==> config.mk <==
export PLATFORM = sky130hd
export DESIGN_NAME = mod_entrada_hex_32bit
export DESIGN_NICKNAME = d
export VERILOG_FILES = /design/src/rtl/mod_entrada_hex_32bit_pkg.sv /design/src/rtl/mod_entrada_hex_32bit_antirrebote.sv /design/src/rtl/mod_entrada_hex_32bit.sv
export SDC_FILE = /design/constraint.sdc
export NUM_CORES = 1
export LEC_CHECK = 0
export CORE_MARGIN = 2
export CORE_UTILIZATION = 40
export DETAILED_ROUTE_END_ITERATION = 6
export GPL_TIMING_DRIVEN = 1
export PLACE_DENSITY = 0.69
export SLEW_MARGIN = 20
export SYNTH_ARGS = -nofsm -noshare
export SYNTH_HDL_FRONTEND = slang
export SYNTH_HIERARCHICAL = 1
export SYNTH_SLANG_ARGS = --single-unit
export TNS_END_PERCENT = 100
==> constraint.sdc <==
create_clock -name clk -period 1.9 [get_ports clk]
set_input_delay 0.57 -clock clk [delete_from_list [all_inputs] [get_ports clk]]
set_output_delay 0.57 -clock clk [all_outputs]
set_load 0.005 [all_outputs]
==> src/rtl/mod_entrada_hex_32bit_pkg.sv <==
// Shared types and sizes for the calculator operand-entry front end.
package pkg_calculadora;

    typedef enum logic [1:0] {
        VACIO      = 2'd0,
        EDITANDO   = 2'd1,
        CONFIRMADO = 2'd2
    } estado_entrada_t;

    localparam int NUM_DIGITOS  = 8;
    localparam int ANCHO_DIGITO = 4;
    localparam int ANCHO_VALOR  = NUM_DIGITOS * ANCHO_DIGITO;

endpackage

==> src/rtl/mod_entrada_hex_32bit_antirrebote.sv <==
// Push-button conditioner: 2-flop synchroniser, stability counter, and a
// single-cycle pulse on each debounced press (rising level only).
module mod_antirrebote #(
    parameter int DEBOUNCE_CYCLES = 100000
) (
    input  logic clk,
    input  logic reset,
    input  logic i_boton,
    output logic o_pulso
);

    localparam int ANCHO_CNT = (DEBOUNCE_CYCLES > 1) ? $clog2(DEBOUNCE_CYCLES) : 1;
    localparam logic [ANCHO_CNT-1:0] CNT_MAX = ANCHO_CNT'(DEBOUNCE_CYCLES - 1);

    logic                 r_sync0;
    logic                 r_sync1;
    logic                 r_estable;
    logic                 r_pulso;
    logic [ANCHO_CNT-1:0] r_cnt;
    logic                 w_difiere;
    logic                 w_cambia;

    assign w_difiere = (r_sync1 != r_estable);
    // The level flips on the DEBOUNCE_CYCLES-th consecutive differing sample.
    assign w_cambia  = w_difiere && (r_cnt == CNT_MAX);

    always_ff @(posedge clk) begin
        if (reset) begin
            r_sync0   <= 1'b0;
            r_sync1   <= 1'b0;
            r_estable <= 1'b0;
            r_pulso   <= 1'b0;
            r_cnt     <= '0;
        end else begin
            r_sync0 <= i_boton;
            r_sync1 <= r_sync0;
            r_pulso <= w_cambia && r_sync1;
            if (!w_difiere || w_cambia) begin
                r_cnt <= '0;
            end else begin
                r_cnt <= r_cnt + 1'b1;
            end
            if (w_cambia) begin
                r_estable <= r_sync1;
            end
        end
    end

    assign o_pulso = r_pulso;

endmodule

==> src/rtl/mod_entrada_hex_32bit.sv <==
// Operator hex entry: debounced buttons drive a digit shift register with
// backspace, clear and confirm; a confirmed operand is handed on with a pulse.
module mod_entrada_hex_32bit
    import pkg_calculadora::*;
#(
    parameter int DEBOUNCE_CYCLES = 100000
) (
    input  logic        clk,
    input  logic        reset,
    input  logic [3:0]  sw_digito,
    input  logic        btn_ingresar,
    input  logic        btn_borrar,
    input  logic        btn_limpiar,
    input  logic        btn_confirmar,
    output logic [31:0] numero_entrada,
    output logic        pantalla_on,
    output logic [31:0] numero_listo,
    output logic        numero_valido,
    output logic [3:0]  cant_digitos,
    output logic        lleno
);

    localparam logic [3:0] CANT_MAX = 4'(NUM_DIGITOS);

    logic w_ingresar;
    logic w_borrar;
    logic w_limpiar;
    logic w_confirmar;

    estado_entrada_t        r_estado;
    logic [ANCHO_VALOR-1:0] r_valor;
    logic [ANCHO_VALOR-1:0] r_listo;
    logic                   r_valido;
    logic [3:0]             r_cant;

    mod_antirrebote #(.DEBOUNCE_CYCLES(DEBOUNCE_CYCLES)) u_ar_ingresar (
        .clk(clk), .reset(reset), .i_boton(btn_ingresar), .o_pulso(w_ingresar)
    );
    mod_antirrebote #(.DEBOUNCE_CYCLES(DEBOUNCE_CYCLES)) u_ar_borrar (
        .clk(clk), .reset(reset), .i_boton(btn_borrar), .o_pulso(w_borrar)
    );
    mod_antirrebote #(.DEBOUNCE_CYCLES(DEBOUNCE_CYCLES)) u_ar_limpiar (
        .clk(clk), .reset(reset), .i_boton(btn_limpiar), .o_pulso(w_limpiar)
    );
    mod_antirrebote #(.DEBOUNCE_CYCLES(DEBOUNCE_CYCLES)) u_ar_confirmar (
        .clk(clk), .reset(reset), .i_boton(btn_confirmar), .o_pulso(w_confirmar)
    );

    // Same-cycle pulses resolve as limpiar > confirmar > borrar > ingresar.
    always_ff @(posedge clk) begin
        if (reset) begin
            r_estado <= VACIO;
            r_valor  <= '0;
            r_listo  <= '0;
            r_valido <= 1'b0;
            r_cant   <= '0;
        end else begin
            r_valido <= 1'b0;
            if (w_limpiar) begin
                r_valor  <= '0;
                r_cant   <= '0;
                r_estado <= VACIO;
            end else if (w_confirmar) begin
                if (r_estado != VACIO) begin
                    r_listo  <= r_valor;
                    r_valido <= 1'b1;
                    r_estado <= CONFIRMADO;
                end
            end else if (w_borrar) begin
                if (r_estado != VACIO) begin
                    r_valor  <= r_valor >> ANCHO_DIGITO;
                    r_cant   <= r_cant - 1'b1;
                    r_estado <= (r_cant == 4'd1) ? VACIO : EDITANDO;
                end
            end else if (w_ingresar) begin
                case (r_estado)
                    EDITANDO: begin
                        if (r_cant < CANT_MAX) begin
                            r_valor <= {r_valor[ANCHO_VALOR-ANCHO_DIGITO-1:0], sw_digito};
                            r_cant  <= r_cant + 1'b1;
                        end
                    end
                    default: begin
                        r_valor  <= {{(ANCHO_VALOR-ANCHO_DIGITO){1'b0}}, sw_digito};
                        r_cant   <= 4'd1;
                        r_estado <= EDITANDO;
                    end
                endcase
            end
        end
    end

    assign numero_entrada = r_valor;
    assign numero_listo   = r_listo;
    assign numero_valido  = r_valido;
    assign cant_digitos   = r_cant;
    assign pantalla_on    = (r_estado != VACIO);
    assign lleno          = (r_cant == CANT_MAX);

endmodule
# Word-level counts from Yosys, hierarchy flattened

Index checks and enable logic that the tools add are counted.

Memory bits (read-only): 0
Memory bits (writable): 0
Logic and storage cells: 95
Input bits: 10
Register bits: 155
Bits in latches: 0
Output and inout port bits: 71
Memories: 0

Multipliers: 0
Multiplexer cells: 18
Add/subtract/negate cells: 6
Equality and inequality tests: 15
Order comparisons: 1
Bitwise gates (word level): 2
Divide/modulo/power cells: 0
Shift-type cells: 0
Reductions and logical operators: 28

Operators by type and width:

| kind                    | count |
|---|---|
| $mux W32                | 5 |
| $add A17 B1 Y17 const B | 4 |
| $eq A17 B17 Y1 const B  | 4 |
| $mux W4                 | 5 |
| $mux W2                 | 6 |
| $reduce_or A2 Y1        | 5 |
| $logic_and A1 B1 Y1     | 8 |
| $reduce_and A4 Y1       | 2 |
| $add A4 B1 Y4 const B   | 1 |
| $eq A4 B1 Y1 const B    | 1 |
| $eq A4 B4 Y1 const B    | 1 |
| $logic_not A1 Y1        | 4 |
| $logic_or A1 B1 Y1      | 4 |
| $lt A4 B4 Y1 const B    | 1 |
| $ne A1 B1 Y1            | 4 |
| $ne A2 B2 Y1 const B    | 2 |
| $reduce_bool A2 Y1      | 2 |
| $sub A4 B1 Y4 const B   | 1 |
| $ne A3 B1 Y1 const B    | 1 |
| $ne A3 B2 Y1 const B    | 1 |
| $reduce_and A3 Y1       | 1 |
| $reduce_bool A3 Y1      | 1 |
| $reduce_or A3 Y1        | 1 |
| $eq A2 B1 Y1 const B    | 1 |
| other kinds (2)         | 4 |

# Longest topological paths before layout

Gate-level depths: netlist of the first run.

Depth after elaboration: 5
Mapped depth: 7
Gate-level depth less buffers: 5

# Modules after synthesis

The synthesis of the first run kept the hierarchy.

By module, submodules not included:

| module                | sequential area each (um^2) | area an instance (um^2) | times used | cells each |
|---|---|---|---|---|
| mod_antirrebote       | 420.4                       | 923.4                   | 4          | 93 |
| mod_entrada_hex_32bit | 1421.4                      | 2900.3                  | 1          | 341 |

# Worst setup path before layout of the first run

OpenSTA, ideal clock, no wires.

Path kind: input to register
Start: input reset
End: register r_cant[2], in the netlist cant_digitos[2]
Cell stages on the path: 5
Slack: 0.180 ns
Data required time: 1.839 ns
Path buffers: 2
Arrival time: 1.659 ns
Library setup time: 0.061 ns
Path through: clkbuf_1 -> or2_2 -> clkbuf_1 -> nor4_1 -> a32o_1

Word-level cells in the longest chain between the ends: 1

RTL lines:

| what                              | RTL line                    | text |
|---|---|---|
| start: declaration                | mod_entrada_hex_32bit.sv:9  | `input logic reset,` |
| $reduce_or A2 Y1 (no source line) | n/a                         |  |
| end signal: assignment            | mod_entrada_hex_32bit.sv:72 | `r_cant <= r_cant - 1'b1;` |
| end signal: assignment            | mod_entrada_hex_32bit.sv:80 | `r_cant <= r_cant + 1'b1;` |
| end: declaration                  | mod_entrada_hex_32bit.sv:34 | `logic [3:0] r_cant;` |

Every way passes these cells.
A chain may end at the register's enable or synchronous reset.

# Worst setup path after layout of the first run

Start: register r_valor[19], in the netlist numero_entrada[19]
End: output numero_entrada[19]

RTL lines:

| what                     | RTL line                    | text |
|---|---|---|
| start: declaration       | mod_entrada_hex_32bit.sv:31 | `logic [ANCHO_VALOR-1:0] r_valor;` |
| start signal: assignment | mod_entrada_hex_32bit.sv:71 | `r_valor <= r_valor >> ANCHO_DIGITO;` |
| start signal: assignment | mod_entrada_hex_32bit.sv:79 | `r_valor <= {r_valor[ANCHO_VALOR-ANCHO_DIGITO-1:0], sw_digito};` |
| start signal: assignment | mod_entrada_hex_32bit.sv:84 | `r_valor <= {{(ANCHO_VALOR-ANCHO_DIGITO){1'b0}}, sw_digito};` |
| end: declaration         | mod_entrada_hex_32bit.sv:15 | `output logic [31:0] numero_entrada,` |

No word-level cell between the ends.

==> impl_metrics.json, run 1 <==
{
  "status": "finished, final reports clean",
  "worst_pin_slew_ns": 0.495,
  "synth-edff-count": 0,
  "path_class": "reg2out",
  "antenna_found_initial": 0,
  "die_area_um2": 17500,
  "fin_crit_sh_pct": 97.9,
  "min_to": "u_ar_limpiar/r_sync1",
  "drive_gt1_share_pct": 17.2,
  "synth_top_cell_by_area": "dfxtp_1",
  "powerDensity_nw_per_um2": 818,
  "max-vdd-ir-drop_uv": 620,
  "vias": 5368,
  "synth_nets": 730,
  "min_path_cells": 1,
  "diodes": 0,
  "gr-total-overflow": 0,
  "clock-root-buffer": "clkbuf_16",
  "die_h_um": 132,
  "cp_num_buf_inv": 1,
  "setup_violations": 0,
  "yosysSeqAreaShare_pct": 47.1,
  "fmax_mhz": 538,
  "grt_pass1_wl_um": 24100,
  "end_kind": "output pin",
  "async_flop_share_pct": 0,
  "cp_max_fo": 2,
  "multi_input_area_um2": 3310,
  "cp_slowest_cell": "clkdlybuf4s50_1",
  "final_cell_mix": "dfxtp_1 (127), nor2_1 (100), nand2_1 (82)",
  "grt_pass1_vias": 4864,
  "avgSynthCellArea_um2": 9.25,
  "initial_core_util_pct": 41.2,
  "yosys_warnings": 6,
  "ff2ff_setup_slack_ns": 0.21,
  "synth_area_leaders": "dfxtp_1 (47%), nor2_1 (5.7%), nand2_1 (4.7%)",
  "reg2reg_from": "u_ar_borrar/o_pulso",
  "met3_usage_pct": 4.23,
  "hold_ws_ns": 0.435,
  "areaGrowthSynthToFinish_pct": 29.2,
  "placed_area_um2": 7710,
  "worst_path_largest_cell_delay_ns": 0.51,
  "final_common_cell": "dfxtp_1",
  "htreeDepth": 4,
  "grtUsageMet1_pct": 22.9,
  "r2r-end": "numero_entrada[18]",
  "port_buffers": 80,
  "clock_skew_ns": 0.00879,
  "nFillCells": 1490,
  "cp_data_arrival_time_ns": 1.29,
  "grt_use_total_pct": 16.8,
  "die_w_um": 132,
  "synthFlopType": "dfxtp_1",
  "first_pass_iters": 5,
  "boundaryPins": 81,
  "met2_usage_pct": 25.2,
  "synthesis.area_um2": 6590,
  "max_slew_margin_pct": 67.0,
  "drt-total-wl_um": 14400,
  "place_congestion": 0.802,
  "cts_buffers": 17,
  "worstSetupStartpointType": "flop",
  "synth_cell_types": 52,
  "final.setup.worst_slack_ns": 0.0406,
  "fin_crit_ns": 1.86,
  "core_area_um2": 16000,
  "path_delay_family": "buffers and inverters",
  "syn_inst": 713,
  "timing.final.max_slew_violations": 0,
  "cp.required_ns": 1.33,
  "rr_worst_depth": 5,
  "leakage_nw": 3.06,
  "ys_ff_latch": 155,
  "regArea_um2": 3170,
  "drv_cap": 0,
  "hpwl_um": 9320,
  "path_clk_slew_ns": 0.06,
  "final_cell_area_um2": 8520,
  "worstPathCellList": "clkdlybuf4s50_1",
  "num_rows": 46,
  "post_drt_wl_per_cell_um": 13.9,
  "antenna_left": 0,
  "cts_tree": "done",
  "holdCritPathClass": "reg2reg",
  "place_ws_ns": 0.0773,
  "total_power_mw": 6.97,
  "hold_violations": 0,
  "nets": 828,
  "clock-sinks": 155,
  "vias_per_cell": 5.16,
  "clk_latency_ns": 0.43,
  "grt_max_degree": 69,
  "synth_top_area_share_pct": 47.1,
  "drtIter0Drc": 354,
  "top_usage_layer": "met2",
  "drc": 0,
  "min_from": "u_ar_limpiar/r_sync0",
  "setup-tns-final_ns": 0,
  "clk_path_buf_depth": 2
}
[stage by stage]
stage,util (%),instances
6_report,53.3,1040
4_1_cts,52.6,1031
3_3_place_gp,48.2,998
2_1_floorplan,-,713
5_1_grt,53.3,1040
3_5_place_dp,48.2,998
[registers in the layout, summed over array words and instances, names as in the netlist, 2 cells and up]
register / count
numero_entrada: 32
u_ar_borrar/r_cnt: 17
numero_listo: 32
u_ar_ingresar/r_cnt: 17
r_estado: 2
cant_digitos: 4
u_ar_limpiar/r_cnt: 17
u_ar_confirmar/r_cnt: 17
[logic make-up (layout without fill, tap and decap cells)]
kind of cell / after synthesis / count (layout) / share of synthesized area [%]
flops: 155 / 155 / 47.1
simple gates: 324 / 324 / 27.5
mux: 9 / 9 / 1.37
xor+xnor: 56 / 56 / 7.44
fa+ha+maj: 7 / 7 / 1.33
buf+inv: 41 / 152 / 3.26
compound gates: 121 / 121 / 12.0
[power breakdown]
part / internal [mW] / leakage (nW) / switching [mW] / total (mW)
Clock: 2.23 / 0.304 / 1.40 / 3.63
Combinational: 0.0332 / 1.49 / 0.0530 / 0.0862
Sequential: 3.24 / 1.27 / 0.00589 / 3.25
[Yosys cell counts (11+ instances only)]
cell type,instances
a211oi_1,30
a21oi_1,45
a22oi_1,26
buf_2,13
clkbuf_1,16
dfxtp_1,155
nand2_1,82
nand3_1,24
nor2_1,101
nor2b_1,11
nor4b_1,13
xnor2_1,28
xor2_1,28
[worst max-delay path by stage]
stage	depth (start not counted)	endpoint	from	slack, ns
floorplan	5	cant_digitos[2]	reset	0.18
global placement	4	lleno	cant_digitos[1]	0.12
detailed placement	4	lleno	cant_digitos[1]	0.08
CTS	4	lleno	cant_digitos[1]	-0.07
global route	1	numero_entrada[17]	numero_entrada[17]	-0.003
finish	1	numero_entrada[19]	numero_entrada[19]	0.04
[worst register-to-register path, delay by kind of cell (launching register included)]
family | cells | cell delay, ns
DFF | 1 | 0.49
AOI/OAI and AO/OA | 2 | 0.47
and+or+nand+nor | 2 | 0.35
buffers and inverters | 1 | 0.29
[cell type report]
type	count	area share, %
sequential	155	37.1
clock inverter	15	2.51
clock buffer	17	4.99
timing repair buffer	117	13.2
multi-input combinational	517	38.9
tap	216	3.17
inverter	3	0.132
[metal layers]
layer | part of all wire (%) | up-vias
met3 | 4.1 | 21
met2 | 44 | 103
met4 | 2.0 | 0
met5 | 0 | -
li1 | - | 2717
met1 | 50 | 2527
[timing repair]
action | 4_1_cts | 5_1_grt
hold buffers | 0 | 0
gates resized for setup | 53 | 19
pin swaps | 1 | 1
buffers inserted | 1 | 9
endpoints found under the setup margin | 30 | 20
endpoints found under the hold margin | 0 | 0
(Power assumes the default switching activity.)
==> run 2, diff against run 1 <==
--- a/config.mk
+++ b/config.mk
@@ -9,2 +9,3 @@
 export CORE_UTILIZATION = 40
+export CTS_BUF_LIST = sky130_fd_sc_hd__clkbuf_4
 export DETAILED_ROUTE_END_ITERATION = 6
@@ -17,2 +18,2 @@
 export SYNTH_SLANG_ARGS = --single-unit
-export TNS_END_PERCENT = 100
+export TNS_END_PERCENT = 30
==> constraint.sdc (replaced) <==
create_clock -name clk -period 1.9 [get_ports clk]
set_input_delay 0.19 -clock clk [delete_from_list [all_inputs] [get_ports clk]]
set_output_delay 0.19 -clock clk [all_outputs]
set_load 0.005 [all_outputs]
==> run 2 against run 1 <==
Fmax increased by 4.0%; design area decreased by 6.7%; non-clock buffer count decreased by 21; sequential cell count unchanged; sequential power about the same; combinational power decreased by 2%; highest routed layer unchanged; largest power group is now sequential cells; clock power decreased by 45%; clock skew increased by 0.0085 ns.
==> impl_metrics.json, run 2 (synthesis gave the netlist of run 1 again) <==
{
  "status": "finished, final reports clean",
  "rr_worst_depth": 3,
  "setup_violations": 0,
  "clock-root-buffer": "clkbuf_4",
  "drive_gt1_share_pct": 12.2,
  "total_power_mw": 5.33,
  "num_rows": 46,
  "die_w_um": 132,
  "max-vdd-ir-drop_uv": 497,
  "die_area_um2": 17500,
  "min_to": "cant_digitos[3]",
  "worstPathCellList": "clkdlybuf4s50_1",
  "holdCritPathClass": "in2reg",
  "max_slew_margin_pct": 68.1,
  "vias": 5198,
  "powerDensity_nw_per_um2": 670,
  "cp.required_ns": 1.71,
  "final_common_cell": "dfxtp_1",
  "final_cell_mix": "dfxtp_1 (148), nor2_1 (100), nand2_1 (82)",
  "grt_pass1_vias": 4701,
  "gr-total-overflow": 0,
  "initial_core_util_pct": 41.2,
  "rsz0062_at_grt": "false",
  "worstSetupStartpointType": "flop",
  "clk_path_buf_depth": 2,
  "path_delay_family": "buffers and inverters",
  "drc": 0,
  "cts_hold_buffers": 0,
  "r2r-end": "u_ar_ingresar/o_pulso",
  "timing.final.max_slew_violations": 0,
  "hold_violations": 0,
  "drtIter0Drc": 340,
  "final_util_pct": 49.7,
  "areaGrowthSynthToFinish_pct": 20.6,
  "path_clk_slew_ns": 0.15,
  "clock_skew_ns": 0.0172,
  "min_path_cells": 4,
  "leakage_nw": 2.51,
  "cts_tree": "done",
  "core_area_um2": 16000,
  "vias_per_cell": 5.10,
  "end_kind": "output pin",
  "place_congestion": 0.793,
  "die_h_um": 132,
  "setup-tns-final_ns": 0,
  "reg2reg_from": "u_ar_ingresar/r_cnt[10]",
  "drv_cap": 0,
  "nets": 807,
  "antenna_left": 0,
  "htreeDepth": 4,
  "cts_buffers": 17,
  "fmax_mhz": 559,
  "fin_crit_sh_pct": 94.1,
  "port_buffers": 80,
  "antenna_found_initial": 1,
  "path_class": "reg2out",
  "worst_path_largest_cell_delay_ns": 0.55,
  "ff2ff_setup_slack_ns": 0.25,
  "min_from": "reset",
  "clock-sinks": 155,
  "post_drt_wl_per_cell_um": 13.8,
  "cp_num_buf_inv": 1,
  "cp_slowest_cell": "clkdlybuf4s50_1",
  "first_pass_iters": 5,
  "worst_pin_slew_ns": 0.478,
  "cp_max_fo": 5,
  "fin_crit_ns": 1.79,
  "drt-total-wl_um": 14100,
  "grt_pass1_wl_um": 23500,
  "clk_latency_ns": 0.56,
  "grt_use_total_pct": 16.3,
  "hpwl_um": 9410,
  "cp_data_arrival_time_ns": 1.60,
  "boundaryPins": 81,
  "grt_max_degree": 69
}
==> run 2: cell count changes in the layout (fill, tap and decap cells not counted), moves of 14 or more <==
| cell | previous run | this run |
|---|---|---|
| buf_4 | 34 | 13 |
| clkdlybuf4s50_1 | 54 | 77 |
| clkbuf_4 | 0 | 17 |
| dfxtp_1 | 127 | 148 |
| clkbuf_16 | 17 | 0 |
| dfxtp_2 | 17 | 3 |
==> run 2: power breakdown <==
part,internal (mW),switching (mW),leakage [nW]
registers,3.25,0.00584,1.25
clock network,0.700,1.28,0.150
logic,0.0316,0.0530,1.10
==> run 2: metal layers <==
metal / wire length (µm) / global-route usage, % / up-vias
met2: 6480 / 25.2 / 76
li1: - / - / 2683
met4: 134 / 6.45 / 0
met5: 0 / 0 / -
met3: 456 / 3.46 / 15
met1: 7030 / 22.1 / 2424
==> run 2: layout make-up <==
cell class | instances | area (µm²)
timing repair buffer | 96 | 956
multi-input combinational | 517 | 3300
inverter | 3 | 11.3
clock inverter | 15 | 158
tap | 216 | 270
fill | 1547 | 8050
antenna | 1 | 2.50
clock buffer | 17 | 128
sequential | 155 | 3120
==> run 2: timing repair <==
action	CTS	global route
pin swaps	0	1
resized for setup	11	6
endpoints found under the setup margin	3	5
buffers inserted	2	1
==> run 2: worst max-delay path by stage <==
stage	depth (start not counted)	endpoint	slack [ns]	startpoint
5_1_grt	4	lleno	0.005	cant_digitos[1]
3_5_place_dp	5	numero_listo[22]	0.27	r_estado[1]
4_1_cts	1	numero_entrada[19]	0.003	numero_entrada[19]
2_1_floorplan	7	u_ar_borrar/r_cnt[11]	0.45	u_ar_borrar/r_cnt[0]
3_3_place_gp	6	cant_digitos[2]	0.28	u_ar_borrar/o_pulso
6_report	1	numero_entrada[21]	0.11	numero_entrada[21]
==> run 2: through the flow <==
step           hold slack (ns)  area (µm²)  cells  worst slack [ns]
4_1_cts                 0.0480        7930   1018           0.00342
2_1_floorplan            0.262        6590    713             0.452
6_report                 0.109        7950   1020             0.111
3_3_place_gp             0.420        7610    984             0.283
3_5_place_dp             0.427        7610    984             0.268
5_1_grt                 0.0724        7950   1020           0.00463
